[src/rtl/text_line_engine.sv]
// text_line_engine: text-mode VGA renderer.
// A fetch engine walks one scanline worth of character cells over a simple
// bus master port, looks up the glyph row in an external synchronous font
// ROM, and writes {bg, fg, glyph bits} into one half of a ping-pong line
// buffer. The display side reads the other half on every pixel strobe and
// produces a registered RRRGGGBB-expanded colour.
//
// state | meaning
// IDLE  | waiting for line_fetch_i (or a restart after an aborted fetch)
// BUS   | cyc_o high, address stable, waiting for ack_i
// FONT  | font address presented, waiting one clock for the ROM
// STORE | write cell into the line buffer, advance column or finish
module text_line_engine #(
    parameter int COLS    = 80,
    parameter int ROWS    = 60,
    parameter int FONT_H  = 8,
    parameter int BLINK_W = 25
) (
    input  logic        clk_i,
    input  logic        rst_ni,
    input  logic        pix_en_i,
    input  logic [10:0] x_i,
    input  logic [10:0] y_i,
    input  logic        line_fetch_i,
    input  logic [10:0] line_y_i,
    input  logic [31:0] base_i,
    input  logic [7:0]  cursor_row_i,
    input  logic [7:0]  cursor_col_i,
    input  logic [1:0]  cursormode_i,
    output logic        cyc_o,
    output logic [31:0] adr_o,
    input  logic [31:0] dat_i,
    input  logic        ack_i,
    output logic [11:0] font_adr_o,
    input  logic [7:0]  font_dat_i,
    output logic [7:0]  r_o,
    output logic [7:0]  g_o,
    output logic [7:0]  b_o,
    output logic        busy_o,
    output logic        overrun_o
);

    localparam int FSH = $clog2(FONT_H);
    localparam int CW  = $clog2(COLS);

    typedef enum logic [1:0] {IDLE, BUS, FONT, STORE} state_t;

    state_t               state;
    logic [10:0]          line_y;
    logic [CW-1:0]        col;
    logic                 restart;
    logic [7:0]           cell_bg;
    logic [7:0]           cell_fg;
    logic                 cell_ul;
    logic                 cell_blk;
    logic [BLINK_W-1:0]   blink_cnt;
    logic                 blink;

    logic [23:0]          bank0 [COLS];
    logic [23:0]          bank1 [COLS];

    logic                 abort;
    logic [10:0]          start_y;
    logic [23:0]          store_entry;
    logic                 store_last_row;

    logic                 unused_flags;
    assign unused_flags = ^dat_i[15:10];

    assign blink   = blink_cnt[BLINK_W-1];
    assign abort   = line_fetch_i && busy_o;
    assign start_y = line_fetch_i ? line_y_i : line_y;

    // Byte address of cell (text row of ly, column c) in the character map.
    function automatic logic [31:0] cell_adr(input logic [10:0] ly, input logic [CW-1:0] c);
        logic [31:0] row;
        row = 32'(ly >> FSH);
        return base_i + ((row * COLS + 32'(c)) << 2);
    endfunction

    // Free-running blink counter; its MSB is the blink phase.
    always_ff @(posedge clk_i or negedge rst_ni) begin
        if (!rst_ni) blink_cnt <= '0;
        else         blink_cnt <= blink_cnt + BLINK_W'(1);
    end

    // Fetch sequencer: bus read, font lookup, store; abort on a new request while busy.
    always_ff @(posedge clk_i or negedge rst_ni) begin
        if (!rst_ni) begin
            state      <= IDLE;
            line_y     <= '0;
            col        <= '0;
            restart    <= 1'b0;
            cyc_o      <= 1'b0;
            adr_o      <= '0;
            font_adr_o <= '0;
            busy_o     <= 1'b0;
            overrun_o  <= 1'b0;
            cell_bg    <= '0;
            cell_fg    <= '0;
            cell_ul    <= 1'b0;
            cell_blk   <= 1'b0;
        end else if (abort) begin
            overrun_o <= 1'b1;
            line_y    <= line_y_i;
            col       <= '0;
            cyc_o     <= 1'b0;
            restart   <= 1'b1;
            state     <= IDLE;
        end else begin
            case (state)
                IDLE: begin
                    if (line_fetch_i || restart) begin
                        line_y  <= start_y;
                        col     <= '0;
                        adr_o   <= cell_adr(start_y, '0);
                        cyc_o   <= 1'b1;
                        busy_o  <= 1'b1;
                        restart <= 1'b0;
                        state   <= BUS;
                    end
                end
                BUS: begin
                    if (ack_i) begin
                        cell_bg    <= dat_i[31:24];
                        cell_fg    <= dat_i[23:16];
                        cell_ul    <= dat_i[9];
                        cell_blk   <= dat_i[8];
                        font_adr_o <= {dat_i[7:0], 4'(line_y[FSH-1:0])};
                        cyc_o      <= 1'b0;
                        state      <= FONT;
                    end
                end
                FONT: state <= STORE;
                STORE: begin
                    if (col == CW'(COLS - 1)) begin
                        busy_o <= 1'b0;
                        state  <= IDLE;
                    end else begin
                        col   <= col + CW'(1);
                        adr_o <= cell_adr(line_y, col + CW'(1));
                        cyc_o <= 1'b1;
                        state <= BUS;
                    end
                end
                default: state <= IDLE;
            endcase
        end
    end

    // Cell entry as written to the line buffer: underline and blink resolved here.
    always_comb begin
        store_last_row = (line_y[FSH-1:0] == FSH'(FONT_H - 1));
        store_entry    = {cell_bg, cell_fg, font_dat_i};
        if (cell_blk && !blink) store_entry[15:8] = cell_bg;
        if (cell_ul && store_last_row) store_entry[7:0] = 8'hFF;
    end

    // Line buffer write; contents survive reset.
    always_ff @(posedge clk_i) begin
        if (state == STORE && !abort) begin
            if (line_y[0]) bank1[col] <= store_entry;
            else           bank0[col] <= store_entry;
        end
    end

    logic          in_area;
    logic [7:0]    cell_x;
    logic [10:0]   text_row;
    logic [CW-1:0] rd_idx;
    logic [23:0]   rd_entry;
    logic [2:0]    bit_sel;
    logic          pix_bit;
    logic          is_cursor;
    logic          last_row;
    logic [7:0]    colour;

    // Display path: pick the buffer entry and decide the 8-bit colour for this pixel.
    always_comb begin
        in_area   = (x_i < 11'(COLS * 8)) && (y_i < 11'(ROWS * FONT_H));
        cell_x    = x_i[10:3];
        text_row  = y_i >> FSH;
        rd_idx    = in_area ? CW'(cell_x) : '0;
        rd_entry  = y_i[0] ? bank1[rd_idx] : bank0[rd_idx];
        bit_sel   = 3'd7 - x_i[2:0];
        pix_bit   = rd_entry[bit_sel];
        is_cursor = (text_row == 11'(cursor_row_i)) && (cell_x == cursor_col_i);
        last_row  = (y_i[FSH-1:0] == FSH'(FONT_H - 1));
        colour    = pix_bit ? rd_entry[15:8] : rd_entry[23:16];
        if (is_cursor) begin
            case (cursormode_i)
                2'd1:    if (blink) colour = rd_entry[15:8];
                2'd2:    colour = rd_entry[15:8];
                2'd3:    if (blink && last_row) colour = rd_entry[15:8];
                default: ;
            endcase
        end
        if (!in_area) colour = 8'h00;
    end

    // Registered RGB, zero-fill expansion of RRRGGGBB; held between strobes.
    always_ff @(posedge clk_i or negedge rst_ni) begin
        if (!rst_ni) begin
            r_o <= '0;
            g_o <= '0;
            b_o <= '0;
        end else if (pix_en_i) begin
            r_o <= {colour[7:5], 5'b0};
            g_o <= {colour[4:2], 5'b0};
            b_o <= {colour[1:0], 6'b0};
        end
    end

endmodule

[config.mk]
export PLATFORM = sky130hd
export DESIGN_NAME = text_line_engine
export DESIGN_NICKNAME = d
export VERILOG_FILES = /design/src/rtl/text_line_engine.sv
export SDC_FILE = /design/constraint.sdc
export NUM_CORES = 2
export LEC_CHECK = 0
export ABC_AREA = 1
export BUFFER_PORTS_ARGS = -buffer_cell sky130_fd_sc_hd__buf_4
export CAP_MARGIN = 20
export CORE_ASPECT_RATIO = 1.25
export CORE_MARGIN = 3
export CORE_UTILIZATION = 40
export CTS_CLUSTER_SIZE = 12
export DETAILED_ROUTE_END_ITERATION = 6
export PLACE_DENSITY = 0.64
export SYNTH_ARGS = -nofsm -noshare
export SYNTH_HDL_FRONTEND = slang
export SYNTH_SLANG_ARGS = --single-unit
[constraint.sdc]
create_clock -name clk_i -period 11.3 [get_ports clk_i]
set_input_delay 2.26 -clock clk_i [delete_from_list [all_inputs] [get_ports clk_i]]
set_output_delay 2.26 -clock clk_i [all_outputs]
set_load 0.02 [all_outputs]
==> results.md <==
* Result of the run: complete, no violations
* Critical-path cell list: buf_4, nor2_1, nand2_1, nor2_4, nand2_1, inv_1, nand2_4, inv_4, buf_12, nand3_1, nand3_1, nand3_1, nand2_1, nand3_1, nand3_1, nand3_2, nand2_2, nand2_1, nand3_1, nand2_1, nand2_1, nand2_1
* Overall global routing resource usage at 0.223
* Synthesized-area fraction occupied by and/or/nand/nor cells at 0.225
* Wire length of the first global-routing pass at 693 mm
* Worst hold-check path type: reg -> reg
* Clock buffer count from CTS at approximately 390
* Vias per std cell at 5.67
* Overall power after layout at 34.7 mW
* Master of the slowest instance on the critical path: nand2_1
* H-tree level count at 5
* Total Neg Setup Slack at 0 ps
* Fraction of layout instances using a drive strength above 1 at 0.0855
* Setup Fix Bufs, Post-CTS at 0
* Warning count from the yosys run at 0
* Clock insertion delay at the later pin of the skew report at between 900 and 1000 ps
* Setup slack after layout at 3450 ps
* Combinational family with the most area after synthesis: simple AND/OR/NAND/NOR gates
* Routed vias at 109000
* Maximum number of pins on one net before global-route repair at 169
* Clock slew seen by the registers of the worst setup and hold paths at about 60 ps
* Synth Area in Adders at 0.00523
* Number of distinct library cells after synthesis at between 50 and 60
* Number of buffers inserted by hold repair at cts at 0
* Pins Over Slew Limit at 0
* Sequential share of the synthesized area at 0.727
* Worst slew slack as a fraction of its limit at 0.235
* Initial antenna violation count at 13
* Pre-CTS worst setup slack at roughly 2700 ps
* Die extent in x at 576 µm
* Number of primary I/O pins at 199
* Share of the cycle needed by the critical path after routing at 0.694
* Top FF cell, synth: edfxtp_1
* Number of flops mapped to enable cells by yosys at 3840
* Vias in the first global route at approximately 100k
* Total grt overflow at 0
* Final setup fails at 0
* Critical Path End Type: register
* Critical path's most frequent cell: nand2_1
* Die outline area at a little over 0.4 mm²
* FP Rows at 261
* Synthesized flop and latch total at 3958
* Most frequent standard cell in the layout excluding fill and tap cells: nand2_1
* Gate Count Post-Synth at approximately 14000
* Max_cap viols at 0
* Average wire length per cell after detail routing at 24.7 µm
* Post-synthesis compound-gate area fraction at 0.00675
* Buffers added on ports at approximately 180
* Startpoint type of the worst setup path: input pin
* Final estimated routing congestion in global placement at 0.907
* Post-CTS resize count at 0
* Met3 wire length at 44.3 mm
* Critical path class: in -> reg
* Total Wirelength at 476 mm
* Syn avg cell area at 11.9 µm²
* Met2 routed wirelength at 224 mm
* Layout Nets at 13900
* M1 wire length at 178 mm
* Remaining routing DRC violations at 0
* Arrival time at the worst endpoint at 8660 ps
* Iter 0 DRT Violations at ~13000
* Worst-margin pin slew at 1150 ps
* Peak per-stage delay on the critical path at 930 ps
* Max Clock Freq at 0.127 GHz
* DP HPWL at roughly 260 mm
* CP bufs+invs at 4
* Floorplan core area at 0.405 mm²
* Clock tree buffer depth at 4
* Worst endpoint required time at approximately 12000 ps
* CP Max Fanout at 62
* Area of the mapped netlist at 0.163 mm²
* Critical path's top delay family: simple AND/OR/NAND/NOR gates
* Leakage dissipation at between 60 and 70 nW
* Final worst clock skew at 69.0 ps
* Height of the die at about 720 µm
* Synth Area in XOR/XNOR at 0.00377
* Antenna-violating nets left at 0
* Power density over the cells at 192 mW/mm²
* CTS tree: built
* Initial Util at 0.402
* Highest routing layer actually used: met5
* Detailed Routing Iterations Pass 1 at 6
* Final Hold Vio Count at 0
* Post-synthesis async set-or-reset flop share at 0.0298
* Portion of netlist area occupied by mux cells at 0.00285
* VDD IR max at 266 µV
* Top library cells by usage in the layout, fill and taps aside: 3913 x nand2_1, 3840 x edfxtp_1, 3812 x nand3_1
* Unrepaired setup endpoints after global routing: no
* Number of clock sinks seen by CTS at 3958
* Final Critical Period at just under 8000 ps
* Clk Tree Root Cell: clkbuf_16
* Area growth from synthesis to layout at 11.4%
Yosys cell counts, types with 5 or more instances:
master | count | area share
xor2_1 | 45 | 0.0024
buf_2 | 437 | 0.013
nor3_1 | 21 | 0.00065
ha_1 | 60 | 0.0046
mux2_2 | 34 | 0.0024
dfrtp_1 | 118 | 0.018
inv_1 | 144 | 0.0033
nand3_1 | 3815 | 0.12
fa_1 | 5 | 0.00062
mux2i_1 | 8 | 0.00049
edfxtp_1 | 3840 | 0.71
a21oi_1 | 67 | 0.0021
nand4_1 | 248 | 0.0095
a31oi_1 | 15 | 0.00058
buf_4 | 36 | 0.0017
nor2_1 | 241 | 0.0056
o211ai_1 | 6 | 0.00028
inv_2 | 11 | 0.00025
xnor2_1 | 25 | 0.0013
o21ai_0 | 73 | 0.0022
nand2_1 | 3926 | 0.091
buf_1 | 143 | 0.0033
o22ai_1 | 9 | 0.00035
clkbuf_1 | 325 | 0.0075
a211oi_1 | 6 | 0.00028
per-layer routing:
layer / up-vias / global-route usage
met5: - / 0.000348
met4: 6 / 0.123
met3: 966 / 0.0369
met2: 5430 / 0.358
met1: 53800 / 0.287
li1: 48900 / -
final cells by class:
| type | count | area, µm² |
|---|---|---|
| Tap cell | 5391 | 6750 |
| Antenna cell | 12 | 30.0 |
| Multi-Input combinational cell | 8669 | 40400 |
| Clock buffer | 492 | 10200 |
| Fill cell | 35800 | 223000 |
| Timing Repair Buffer | 508 | 4380 |
| Sequential cell | 3958 | 118000 |
| Clock inverter | 56 | 518 |
| Inverter | 159 | 629 |
registers in the layout (all words and copies together), names as in the netlist, 7 cells and up:
register,count
bank0,1920
bank1,1920
adr_o,32
blink_cnt,25
font_adr_o,11
line_y,11
cell_bg,8
cell_fg,8
col,7
power breakdown:
group	total, mW	switching, mW	internal [mW]	leakage [nW]
clock	11.6	5.29	6.32	5.20
sequential	18.5	0.262	18.3	36.0
combinational	4.59	3.75	0.842	21.5
final timing paths:
| kind | startpoint | end | slack, ps | depth (start not counted) |
|---|---|---|---|---|
| setup / recovery | y_i[10] | g_o[5] | 3450 | 22 |
| hold / removal | blink_cnt[0] | blink_cnt[0] | 460 | 1 |
| setup reg to reg | col[1] | adr_o[31] | 6050 | 27 |
| hold reg to reg | blink_cnt[0] | blink_cnt[0] | 460 | 1 |
| max in group asynchronous | rst_ni | cell_bg[2] | 8650 | 2 |
| min in group asynchronous | rst_ni | adr_o[3] | 1310 | 1 |
through the flow:
step                      hold WS [ps]  cell area [µm²]   util  std cells
after floorplan                    422           163000      -      13700
after global placement             438           170000  0.421      18700
after detailed placement           443           170000  0.421      18700
after CTS                          453           181000  0.448      19200
after global routing               492           181000  0.448      19200
final                              456           181000  0.448      19200
cells by family after synthesis:
logic type | Yosys count
buf+inv | 1100
simple gates | 8277
other cells | 1
xor+xnor | 70
fa+ha+maj | 65
compound gates | 197
mux | 42
flops | 3958
No activity file was read; power rests on OpenSTA's default activity.
